File: src/rtl/matmul_pkg.sv
// Shared definitions for the systolic-array datapath: default element width
// and array dimension, the element type, the de-skew FSM state encoding and
// the diagonal-skew window length helper.
package matmul_pkg;

  localparam int DEF_DATA_W = 16;
  localparam int DEF_N      = 3;

  typedef logic signed [DEF_DATA_W-1:0] data_t;

  typedef enum logic [1:0] {
    IDLE    = 2'd0,
    CAPTURE = 2'd1,
    HOLD    = 2'd2
  } skew_state_e;

  // Number of cycles a skewed frame of n lanes occupies on the lanes.
  function automatic int win_len(input int n);
    return 2 * n - 1;
  endfunction

endpackage

File: src/rtl/skew_collector_if.sv
// Lane-side and matrix-side signals of the skew collector. The slave modport
// is the collector itself; the master modport is whoever drives the skewed
// lanes and consumes the assembled matrix.
interface skew_collector_if #(
  parameter int DATA_W = matmul_pkg::DEF_DATA_W,
  parameter int N      = matmul_pkg::DEF_N
);

  logic                     start;
  logic                     col_mode;
  logic signed [DATA_W-1:0] lane_in [N];
  logic signed [DATA_W-1:0] mat_out [N][N];
  logic                     out_valid;
  logic                     out_ready;
  logic                     busy;

  modport master (
    output start, col_mode, lane_in, out_ready,
    input  mat_out, out_valid, busy
  );

  modport slave (
    input  start, col_mode, lane_in, out_ready,
    output mat_out, out_valid, busy
  );

endinterface

File: src/rtl/skew_slot_decode.sv
// Per-lane slot decoder: for window cycle cnt, lane LANE owns a slot when
// 0 <= cnt-LANE < N; the element index within the lane is cnt-LANE.
module skew_slot_decode #(
  parameter int N    = 3,
  parameter int CW   = 3,
  parameter int IW   = 2,
  parameter int LANE = 0
) (
  input  logic [CW-1:0] cnt,
  output logic          we,
  output logic [IW-1:0] idx
);

  int diff;

  // Decode the lane's slot position relative to the current window cycle
  always_comb begin
    diff = int'(cnt) - LANE;
    we   = 1'b0;
    idx  = '0;
    if (diff >= 0 && diff < N) begin
      we  = 1'b1;
      idx = diff[IW-1:0];
    end
  end

endmodule

File: src/rtl/skew_collector.sv
// Diagonal-skew lane collector: de-skews N staggered lanes into an NxN matrix
// and presents it on a valid/ready output.
// Optional feature macro: DESKEW_OVERRUN_EN adds a sticky overrun flag that
// records any start pulse the collector had to ignore.
module skew_collector
  import matmul_pkg::*;
#(
  parameter int DATA_W = DEF_DATA_W,
  parameter int N      = DEF_N
) (
  input  logic             clk,
  input  logic             rst,
  skew_collector_if.slave  bus
`ifdef DESKEW_OVERRUN_EN
  ,
  output logic             overrun
`endif
);

  localparam int CW   = $clog2(2 * N);
  localparam int IW   = $clog2(N);
  localparam int LAST = win_len(N) - 1;

  skew_state_e              state;
  logic [CW-1:0]            cnt;
  logic                     col_q;
  logic                     valid_q;
  logic                     busy_q;
  logic signed [DATA_W-1:0] mat [N][N];

  logic                     handshake;
  logic                     accept;
  logic                     cap_en;
  logic                     mode;
  logic [CW-1:0]            cslot;
  logic                     we  [N];
  logic [IW-1:0]            idx [N];

  // A new frame's slot 0 is captured in the very cycle start is accepted,
  // either from IDLE or on the HOLD handshake cycle.
  assign handshake = (state == HOLD) && bus.out_ready;
  assign accept    = bus.start && ((state == IDLE) || handshake);
  assign cap_en    = (state == CAPTURE) || accept;
  assign cslot     = (state == CAPTURE) ? cnt : '0;
  assign mode      = (state == CAPTURE) ? col_q : bus.col_mode;

  for (genvar g = 0; g < N; g++) begin : g_lane
    skew_slot_decode #(
      .N    (N),
      .CW   (CW),
      .IW   (IW),
      .LANE (g)
    ) u_dec (
      .cnt (cslot),
      .we  (we[g]),
      .idx (idx[g])
    );
  end

  // Frame sequencing: window counter, latched orientation, valid and busy
  always_ff @(posedge clk) begin
    if (rst) begin
      state   <= IDLE;
      cnt     <= '0;
      col_q   <= 1'b0;
      valid_q <= 1'b0;
      busy_q  <= 1'b0;
    end else begin
      case (state)
        IDLE: begin
          if (bus.start) begin
            state  <= CAPTURE;
            cnt    <= CW'(1);
            col_q  <= bus.col_mode;
            busy_q <= 1'b1;
          end
        end
        CAPTURE: begin
          if (cnt == CW'(LAST)) begin
            state   <= HOLD;
            cnt     <= '0;
            valid_q <= 1'b1;
            busy_q  <= 1'b0;
          end else begin
            cnt <= cnt + 1'b1;
          end
        end
        HOLD: begin
          if (bus.out_ready) begin
            valid_q <= 1'b0;
            if (bus.start) begin
              state  <= CAPTURE;
              cnt    <= CW'(1);
              col_q  <= bus.col_mode;
              busy_q <= 1'b1;
            end else begin
              state <= IDLE;
            end
          end
        end
        default: state <= IDLE;
      endcase
    end
  end

  // Matrix working register: each lane writes its owned slot for this cycle
  always_ff @(posedge clk) begin
    if (rst) begin
      mat <= '{default: '0};
    end else if (cap_en) begin
      for (int k = 0; k < N; k++) begin
        if (we[k]) begin
          if (mode) mat[idx[k]][k] <= bus.lane_in[k];
          else      mat[k][idx[k]] <= bus.lane_in[k];
        end
      end
    end
  end

`ifdef DESKEW_OVERRUN_EN
  logic ignored;
  logic overrun_q;

  assign ignored = bus.start &&
                   ((state == CAPTURE) || ((state == HOLD) && !bus.out_ready));

  // Sticky record of any start pulse that could not be honoured
  always_ff @(posedge clk) begin
    if (rst)          overrun_q <= 1'b0;
    else if (ignored) overrun_q <= 1'b1;
  end

  assign overrun = overrun_q;
`endif

  assign bus.mat_out   = mat;
  assign bus.out_valid = valid_q;
  assign bus.busy      = busy_q;

endmodule

File: src/flat_wrapper.sv
// flat-port wrapper written by rule: the top's interface ports become plain ports
module skew_collector_flat import matmul_pkg::*;
#(
  parameter int DATA_W = DEF_DATA_W,
  parameter int N      = DEF_N
)
  (clk, rst, bus_start, bus_col_mode, bus_lane_in, bus_out_ready, bus_mat_out, bus_out_valid, bus_busy);
  skew_collector_if #(.DATA_W(DATA_W), .N(N)) bus_i ();
  input  logic clk;
  input  logic rst;
  input wire logic [$bits(bus_i.start)-1:0] bus_start;
  input wire logic [$bits(bus_i.col_mode)-1:0] bus_col_mode;
  input wire logic [$bits(bus_i.lane_in)-1:0] bus_lane_in;
  input wire logic [$bits(bus_i.out_ready)-1:0] bus_out_ready;
  output wire logic [$bits(bus_i.mat_out)-1:0] bus_mat_out;
  output wire logic [$bits(bus_i.out_valid)-1:0] bus_out_valid;
  output wire logic [$bits(bus_i.busy)-1:0] bus_busy;
  assign bus_i.start = bus_start;
  assign bus_i.col_mode = bus_col_mode;
  assign bus_i.lane_in = {>>{bus_lane_in}};
  assign bus_i.out_ready = bus_out_ready;
  assign bus_mat_out = {>>{bus_i.mat_out}};
  assign bus_out_valid = bus_i.out_valid;
  assign bus_busy = bus_i.busy;
  skew_collector #(.DATA_W(DATA_W), .N(N)) u_core (.clk(clk), .rst(rst), .bus(bus_i));
endmodule
File: config.mk
export PLATFORM = sky130hd
export DESIGN_NAME = skew_collector_flat
export DESIGN_NICKNAME = d
export VERILOG_FILES = /design/src/rtl/matmul_pkg.sv /design/src/rtl/skew_collector_if.sv /design/src/rtl/skew_slot_decode.sv /design/src/rtl/skew_collector.sv /design/src/flat_wrapper.sv
export SDC_FILE = /design/constraint.sdc
export NUM_CORES = 1
export LEC_CHECK = 0
export BUFFER_PORTS_ARGS = -buffer_cell sky130_fd_sc_hd__buf_2
export CAP_MARGIN = 5
export CORE_AREA = 5 5 136 138
export DETAILED_ROUTE_END_ITERATION = 8
export DIE_AREA = 0 0 141 143
export SLEW_MARGIN = 25
export SYNTH_ARGS = -nofsm -noshare
export SYNTH_HDL_FRONTEND = slang
export SYNTH_SLANG_ARGS = --single-unit
File: constraint.sdc
create_clock -name clk -period 3.2 [get_ports clk]
set_clock_uncertainty 0.1 [all_clocks]
set_input_delay 0.16 -clock clk [delete_from_list [all_inputs] [get_ports clk]]
set_output_delay 0.16 -clock clk [all_outputs]
set_load 0.05 [all_outputs]
==> results.toml, run 1 <==
[final_layout]
finalInstanceArea_um2 = 8960
final_nets = 1054
area_delta_synth_final_pct = 32.8
antenna_cells = 0
n_fill_cell = 1626
drive_gt1_share_pct = 28.4

[die]
die_w_um = 141
pin_count = 199
core_um2 = 17100
die-area_um2 = 20200
num_rows = 48
initial_utilization_pct = 39.6
die_y_um = 143

[logic_synthesis]
synth_nets = 839
yosysTopAreaCell = "dfxtp_1"
syn_area_um2 = 6750
syn_avg_cell_area_um2 = 8.68
synthFlopType = "dfxtp_1"
async_flop_share_pct = 0
yosys_warnings = 0
synth-edff-count = 0
synth_cells = 778
ys_seq_elements = 152
synth_top_cell_area_share_pct = 45.1
netlist_top_cells_area = "dfxtp_1, nand2_1, a21oi_1"
synth_most_common_cell = "dfxtp_1"
ys_seq_area_share_pct = 45.1
netlist_top_cells_count = "dfxtp_1, nand2_1, nor2_1"
netlist-cell-type-count = 52

[worst_setup_path]
crit_type = "register to register"
cp_num_buf_inv = 2
r2r_slack_ps = 260
cp_slowest_stage_delay_ps = 580
cp-start-kind = "register"
crit_chain = "nor2b_4 -> nand2_1 -> inv_1 -> ha_1 -> nor2_1 -> and3_2 -> nand2_1 -> a311oi_1 -> dlygate4sd3_1"
crit_fanout = 16
cp-end-kind = "register"
slowest_stage = "dfxtp_1"
cp_data_arrival_time_ps = 3200
crit_top_cell = "nand2_1"
cp.required_ps = 3470
cp_top_family = "simple AND/OR/NAND/NOR gates"

[sta]
slew_headroom_pct = 50.0
worstMarginPinSlew_ps = 750
period_minus_slack_ps = 2940
tns_ps = 0
min_period_over_period_pct = 91.8
setup_viol = 0
hold_violations = 0
slew_viol_final = 0
fmax_mhz = 341
rsz0062_at_grt = "false"

[power_and_ir_drop]
power_frac_comb_pct = 11.6
p_int_uw = 3580
pwr-share-seq_pct = 40.6
power_switching_share_pct = 26.0
leakage_uw = 0.00384
powerDensity_nw_per_um2 = 540
p_switching_uw = 1260
pwr-share-clk_pct = 47.8
vdd_drop_max_mv = 0.363

[clock_tree]
clock_latency_ps = 430
clock_path_buffers = 2
cts_max_level = 4
clkTransAtPathRegs_ps = 60
cts_buffers = 17
cts_tree = "done"
cts_root_buf = "clkbuf_16"
clock_sinks = 152

[route]
wl_per_cell_um = 19.7
initialDrtViolationCount = 653
first_pass_iters = 5
ant_nets = 0
drc_errors = 0
drt-vias-per-instance = 5.33
route.vias.total = 6563
routed_wl_um = 24300

[global_routing]
antenna_found_initial = 0
grt_pass1_vias = 6271
grt_max_degree = 70
grt_pass1_wl_um = 36900
grt_use_total_pct = 23.7
grt_overflow = 0

[placed_design]
place_area_um2 = 7800
globalplace.congestion = 0.830
portBuffers = 198
hpwl_um = 16700

[status]
run_status = "completed"

[flow_run]
drv_cap = 0

[worst_hold_path]
min_path_type = "primary input to register"
-- cells by family after synthesis --
group / share of synthesized area [%]
AOI/OAI and AO/OA: 19.8
adders and majority gates: 1.48
buffers and inverters: 6.39
DFF: 45.1
muxes: 4.74
and+or+nand+nor: 22.5
-- repair_timing --
| action | in CTS | in global routing |
|---|---|---|
| resized for setup | 0 | 2 |
| endpoints found under the setup margin | 0 | 1 |
| hold buffers | 48 | 0 |
| setup buffers | 0 | 0 |
| endpoints found under the hold margin | 90 | 0 |
-- sequential cells by signal, indices dropped and copies added, names as in the netlist --
name                  count
u_core.bus.mat_out      144
u_core.cnt                3
u_core.bus.out_valid      1
u_core.bus.busy           1
u_core.state              2
u_core.col_q              1
-- routing by layer --
layer	vias to the layer above	routed length, um	track usage, %	share of wire [%]
met5	-	0	0	0
met4	0	639	8.87	2.6
met3	41	1740	5.19	7.2
met2	251	11100	37.6	46
met1	3069	10800	31.9	44
li1	3202	-	-	-
-- metrics by stage --
stage                     worst slack (ps)  instances  utilization, %  hold slack (ps)  power, uW
after floorplan                        878        778               -              204       2330
after global placement                 518       1151            45.8              337       2520
after detailed placement               457       1151            45.8              331       2520
after CTS                              145       1231            52.5             2.08       4870
after global routing                  9.63       1231            52.6             12.1       4990
final                                  263       1231            52.6             17.2       4840
-- worst reg2reg max path: cells and delay by family, from the launching register on --
kind            cells  cell delay [ps]
simple gates        5             1040
buf+inv             2              680
flops               1              580
compound gates      1              270
fa+ha+maj           1              210
-- final timing paths --
path / start / end / depth (start not counted)
worst max-delay path: u_core.state[1]$_SDFFE_PP0P_ / u_core.bus.mat_out[116]$_SDFFE_PP0N_ / 9
worst min-delay path: bus_lane_in[29] / u_core.bus.mat_out[77]$_SDFFE_PP0P_ / 3
worst max register to register: u_core.state[1]$_SDFFE_PP0P_ / u_core.bus.mat_out[116]$_SDFFE_PP0N_ / 9
worst min register to register: u_core.bus.out_valid$_SDFFE_PP0P_ / u_core.bus.out_valid$_SDFFE_PP0P_ / 2
-- placed cells by master, fill, tap and decap left out, drive strengths merged, types with 8 or more instances in the layout --
cell type      n
o21ai         17
nor3          20
buf          214
nand3         37
a22oi         15
dlygate4sd3   48
dfxtp        152
o22ai         10
a311oi        37
nand2b        37
inv           21
a21oi         70
clkbuf        17
ha             8
a211oi        19
nand2        104
nor2          77
mux2i         32
o221a         15
nand4          9
-- cell type report --
type / instances / area [um2] / share of cell area [%]
clock buffers: 17 / 425 / 4.75
clock inverters: 15 / 248 / 2.76
inverters: 20 / 76.3 / 0.851
multi-input cells: 540 / 3280 / 36.6
flip-flops and latches: 152 / 3040 / 33.9
well taps: 225 / 282 / 3.14
repair buffers: 262 / 1610 / 17.9
-- power by group through the flow --
stage / Sequential (uW) / Combinational, uW / Clock (uW)
after detailed placement: 2000 / 517 / 0
after CTS: 1960 / 563 / 2350
after floorplan: 2140 / 190 / 0
after global routing: 1970 / 599 / 2430
after global placement: 2000 / 517 / 0
final: 1960 / 563 / 2310
Note: power is estimated with default switching activity, not from simulation.
==> inputs of run 2 (changes only) <==
==> constraint.sdc (replaced) <==
create_clock -name clk -period 3.2 [get_ports clk]
set_clock_uncertainty 0.1 [all_clocks]
set_input_delay 0.48 -clock clk [delete_from_list [all_inputs] [get_ports clk]]
set_output_delay 0.48 -clock clk [all_outputs]
set_load 0.05 [all_outputs]
==> results.toml, run 2 (same netlist as run 1, synthesis figures left out) <==
[clock_tree]
clock_sinks = 152
cts_hold_buffers = 0
post_cts_buffers = 0
cts_buffers = 17
cts_max_level = 4
clkTransAtPathRegs_ps = 60
cts_tree = "done"
clock_latency_ps = 420
cts_resized = 0
cts_root_buf = "clkbuf_16"
clock_path_buffers = 2

[global_routing]
grt_overflow = 0
grtUsageMet1_pct = 31.8
grt_pass1_vias = 5867
grt_pass1_wl_um = 35900
gr-usage-met2_pct = 36.2
antenna_found_initial = 0
grt_max_degree = 72
grt_use_total_pct = 23.2
grt_use_met3_pct = 6.16
grt.busiest_layer = "met2"

[worst_setup_path]
cp-end-kind = "register"
crit_fanout = 15
cp.required_ps = 3430
cp_data_arrival_time_ps = 3020
cp-start-kind = "register"
crit_type = "register to register"

[placed_design]
hpwl_um = 16800
globalplace.congestion = 0.818
portBuffers = 198

[status]
run_status = "completed"

[power_and_ir_drop]
power_frac_comb_pct = 11.9
p_switching_uw = 1190
p_int_uw = 3170
pwr-share-clk_pct = 43.0
pwr-share-seq_pct = 45.1
vdd_drop_max_mv = 0.397
power_switching_share_pct = 27.2
powerDensity_nw_per_um2 = 522
leakage_uw = 0.00357
power.total_uw = 4360

[flow_run]
drv_cap = 0

[final_layout]
final_cell_mix = "buf_2, dfxtp_1, nand2_1"
area_delta_synth_final_pct = 23.7
drive_gt1_share_pct = 29.3
final_common_cell = "buf_2"
n_fill_cell = 1678
largest_reg_flops = 144
final_core_util_pct = 49.0
final_nets = 1007
antenna_cells = 0

[route]
ant_nets = 0
initialDrtViolationCount = 599
first_pass_iters = 5
drt-vias-per-instance = 5.37
drc_errors = 0
route.vias.total = 6350
wl_per_cell_um = 20.1
routed_wl_um = 23800

[worst_hold_path]
min_path_type = "primary input to register"

[sta]
setup_viol = 0
slew_viol_final = 0
fmax_mhz = 358
period_minus_slack_ps = 2790
slew_headroom_pct = 51.0
hold_violations = 0
rsz0062_at_grt = "false"
worstMarginPinSlew_ps = 735
tns_ps = 0
min_period_over_period_pct = 87.3

[die]
initial_utilization_pct = 39.6
core_um2 = 17100
die_y_um = 143
num_rows = 48
die-area_um2 = 20200
pin_count = 199
die_w_um = 141
[run 2: changes by cell type in the layout (fill, tap and decap cells not counted), sizes merged]
cell,delta
bufinv,-5
clkinv,-1
clkinvlp,+1
inv,-2
clkbuf,+5
dlygate4sd3,-48
buf,+1
[run 2: path summary, 6_finish.rpt]
path,startpoint,to,slack (ps),depth (start not counted)
max,u_core.state[1]$_SDFFE_PP0P_,u_core.bus.mat_out[54]$_SDFFE_PP0N_,410,7
max reg2reg,u_core.state[1]$_SDFFE_PP0P_,u_core.bus.mat_out[54]$_SDFFE_PP0N_,410,7
min,bus_col_mode,u_core.col_q$_SDFFE_PP0P_,220,3
min reg2reg,u_core.bus.out_valid$_SDFFE_PP0P_,u_core.bus.out_valid$_SDFFE_PP0P_,350,2
[run 2: power by group through the flow]
| stage | combinational [uW] | clock, uW | sequential [uW] |
|---|---|---|---|
| 6_report | 518 | 1870 | 1960 |
| 5_1_grt | 552 | 1990 | 1970 |
| 4_1_cts | 518 | 1900 | 1960 |
| 3_5_place_dp | 517 | 0 | 2000 |
| 3_3_place_gp | 515 | 0 | 2000 |
| 2_1_floorplan | 190 | 0 | 2140 |
[run 2: layer usage]
metal | up-vias | part of all wire (%)
met5 | - | 0
met4 | 0 | 2.1
met3 | 29 | 7.4
met2 | 217 | 46
met1 | 3013 | 44
li1 | 3091 | -
[run 2: per-stage QoR]
step	setup WS (ps)	cells	hold slack, ps	instance area, um2
6_report	407	1182	218	8350
5_1_grt	172	1182	224	8350
4_1_cts	447	1182	200	8350
3_5_place_dp	456	1152	347	7810
3_3_place_gp	524	1152	342	7810
2_1_floorplan	878	778	397	6750
[run 2: critical path, stage by stage (launching register included)]
cell      delay [ps]
dfxtp_1          440
nor2b_4          240
nand2_1          190
ha_1             410
and4bb_4         400
and3_1           520
nand2_1          110
a311oi_1         290
[run 2: layout make-up]
class / instances / area (um2) / area share [%]
Tap cell: 225 / 282 / 3.37
Sequential cell: 152 / 3040 / 36.4
Clock buffer: 22 / 464 / 5.56
Multi-Input combinational cell: 540 / 3280 / 39.3
Inverter: 20 / 76.3 / 0.914
Timing Repair Buffer: 215 / 1130 / 13.6
Clock inverter: 8 / 75.1 / 0.899
==> inputs of run 3 (changes only) <==
--- a/config.mk
+++ b/config.mk
@@ -10,6 +10,7 @@
 export CORE_AREA = 5 5 136 138
 export DETAILED_ROUTE_END_ITERATION = 8
 export DIE_AREA = 0 0 141 143
+export REMOVE_ABC_BUFFERS = 1
 export SLEW_MARGIN = 25
 export SYNTH_ARGS = -nofsm -noshare
 export SYNTH_HDL_FRONTEND = slang
==> results.toml, run 3 (same netlist as run 1, synthesis figures left out) <==
[clock_tree]
clock_path_buffers = 2
cts_tree = "done"
cts_buffers = 17
cts_max_level = 4
post_cts_buffers = 0
cts_resized = 0
cts_root_buf = "clkbuf_16"
clkTransAtPathRegs_ps = 70
clock_sinks = 152
cts_hold_buffers = 0
clock_latency_ps = 420

[sta]
hold_violations = 0
worstMarginPinSlew_ps = 812
fmax_mhz = 366
period_minus_slack_ps = 2730
slew_viol_final = 0
rsz0062_at_grt = "false"
slew_headroom_pct = 45.9
min_period_over_period_pct = 85.4
setup_viol = 0
tns_ps = 0

[final_layout]
antenna_cells = 0
area_delta_synth_final_pct = 25.9
drive_gt1_share_pct = 30.0
multi_input_area_um2 = 3280
largest_reg_flops = 144
n_fill_cell = 1711
final_common_cell = "buf_2"
final_nets = 1011
regArea_um2 = 3040
final_cell_mix = "buf_2, dfxtp_1, nand2_1"

[power_and_ir_drop]
leakage_uw = 0.00366
vdd_drop_max_mv = 0.372
power.total_uw = 4690
powerDensity_nw_per_um2 = 552

[placed_design]
globalplace.congestion = 0.801
hpwl_um = 16500
portBuffers = 198

[global_routing]
grt_use_total_pct = 23.5
antenna_found_initial = 0
grt_overflow = 0
grt_pass1_wl_um = 36900
grt_pass1_vias = 6243
grt_max_degree = 74

[die]
die-area_um2 = 20200
num_rows = 48
die_y_um = 143
die_w_um = 141
core_um2 = 17100
pin_count = 199
initial_utilization_pct = 39.6

[worst_setup_path]
cp_data_arrival_time_ps = 2950
slowest_stage = "dfxtp_1"
crit_type = "register to register"
r2r_slack_ps = 470
crit_chain = "nor2b_4 -> nand2_1 -> ha_1 -> and4bb_4 -> and3_1 -> buf_4 -> nand2_1 -> a311oi_1"
r2r_cells = 8
cp_slowest_stage_delay_ps = 500
reg2reg_to = "u_core.bus.mat_out[55]$_SDFFE_PP0N_"
crit_fanout = 11
crit_start = "u_core.state[0]$_SDFFE_PP0P_"
cp-end-kind = "register"
reg2reg_from = "u_core.state[0]$_SDFFE_PP0P_"
cp-start-kind = "register"
crit_top_cell = "nand2_1"
cp.required_ps = 3420

[route]
initialDrtViolationCount = 500
ant_nets = 0
first_pass_iters = 5
route.vias.total = 6525
drt-vias-per-instance = 5.49
drc_errors = 0
routed_wl_um = 23600
wl_per_cell_um = 19.9

[worst_hold_path]
hold_path_depth = 3
hold_path_end = "u_core.col_q$_SDFFE_PP0P_"
min_path_type = "primary input to register"
worstHoldStart = "bus_col_mode"

[flow_run]
drv_cap = 0

[status]
run_status = "completed"
==> run 3: cell count changes in the layout (fill, tap and decap cells not counted), moves of 2 or more <==
cell / change
inv_6: +2
clkbuf_1: -3
clkinvlp_4: -2
clkinv_4: +3
clkbuf_8: -2
bufinv_16: +4
buf_4: +3
==> run 3: worst max-delay path: cells and delay by family, from the launching register on <==
family                   cells  cell delay, ps
AO/OA/AOI/OAI                1             290
adder cells (fa/ha/maj)      1             420
buffers and inverters        1             190
flip-flops                   1             500
AND/OR/NAND/NOR              5            1130
==> run 3: through the flow <==
stage / hold WS (ps) / instance area (um2) / setup slack, ps / util [%] / std cells
finish: 207 / 8500 / 467 / 49.9 / 1188
global route: 208 / 8500 / 254 / 49.9 / 1188
CTS: 198 / 8500 / 444 / 49.9 / 1188
detailed placement: 349 / 7860 / 485 / 46.1 / 1156
global placement: 346 / 7860 / 573 / 46.1 / 1156
floorplan: 391 / 6400 / 579 / - / 712
==> run 3: worst max-delay path by stage <==
| stage | endpoint | slack [ps] |
|---|---|---|
| after detailed placement | u_core.bus.mat_out[55]$_SDFFE_PP0N_ | 480 |
| after CTS | u_core.bus.mat_out[55]$_SDFFE_PP0N_ | 440 |
| after global routing | u_core.bus.mat_out[29]$_SDFFE_PP0N_ | 250 |
| final | u_core.bus.mat_out[55]$_SDFFE_PP0N_ | 470 |
| after floorplan | u_core.bus.mat_out[126]$_SDFFE_PP0N_ | 580 |
| after global placement | u_core.bus.mat_out[58]$_SDFFE_PP0N_ | 570 |
==> run 3: per-layer routing <==
metal / GRT usage, % / up-vias / wire [um]
met5: 0 / - / 0
met4: 8.01 / 0 / 552
met3: 4.25 / 32 / 1480
met2: 38.1 / 235 / 10900
met1: 31.8 / 3150 / 10700
li1: - / 3108 / -
==> run 3: area by class of cell <==
cell class,instances,area share (%)
Inverter,20,0.897
Clock inverter,15,2.63
Tap cell,225,3.31
Multi-Input combinational cell,540,38.5
Clock buffer,17,5.00
Timing Repair Buffer,219,13.8
Sequential cell,152,35.8
==> run 3: power breakdown <==
group	switching (uW)	internal [uW]	leakage, uW
logic	362	140	0.00212
registers	29.8	1940	0.00123
clock network	838	1390	0.000314
total	1230	3460	0.00366
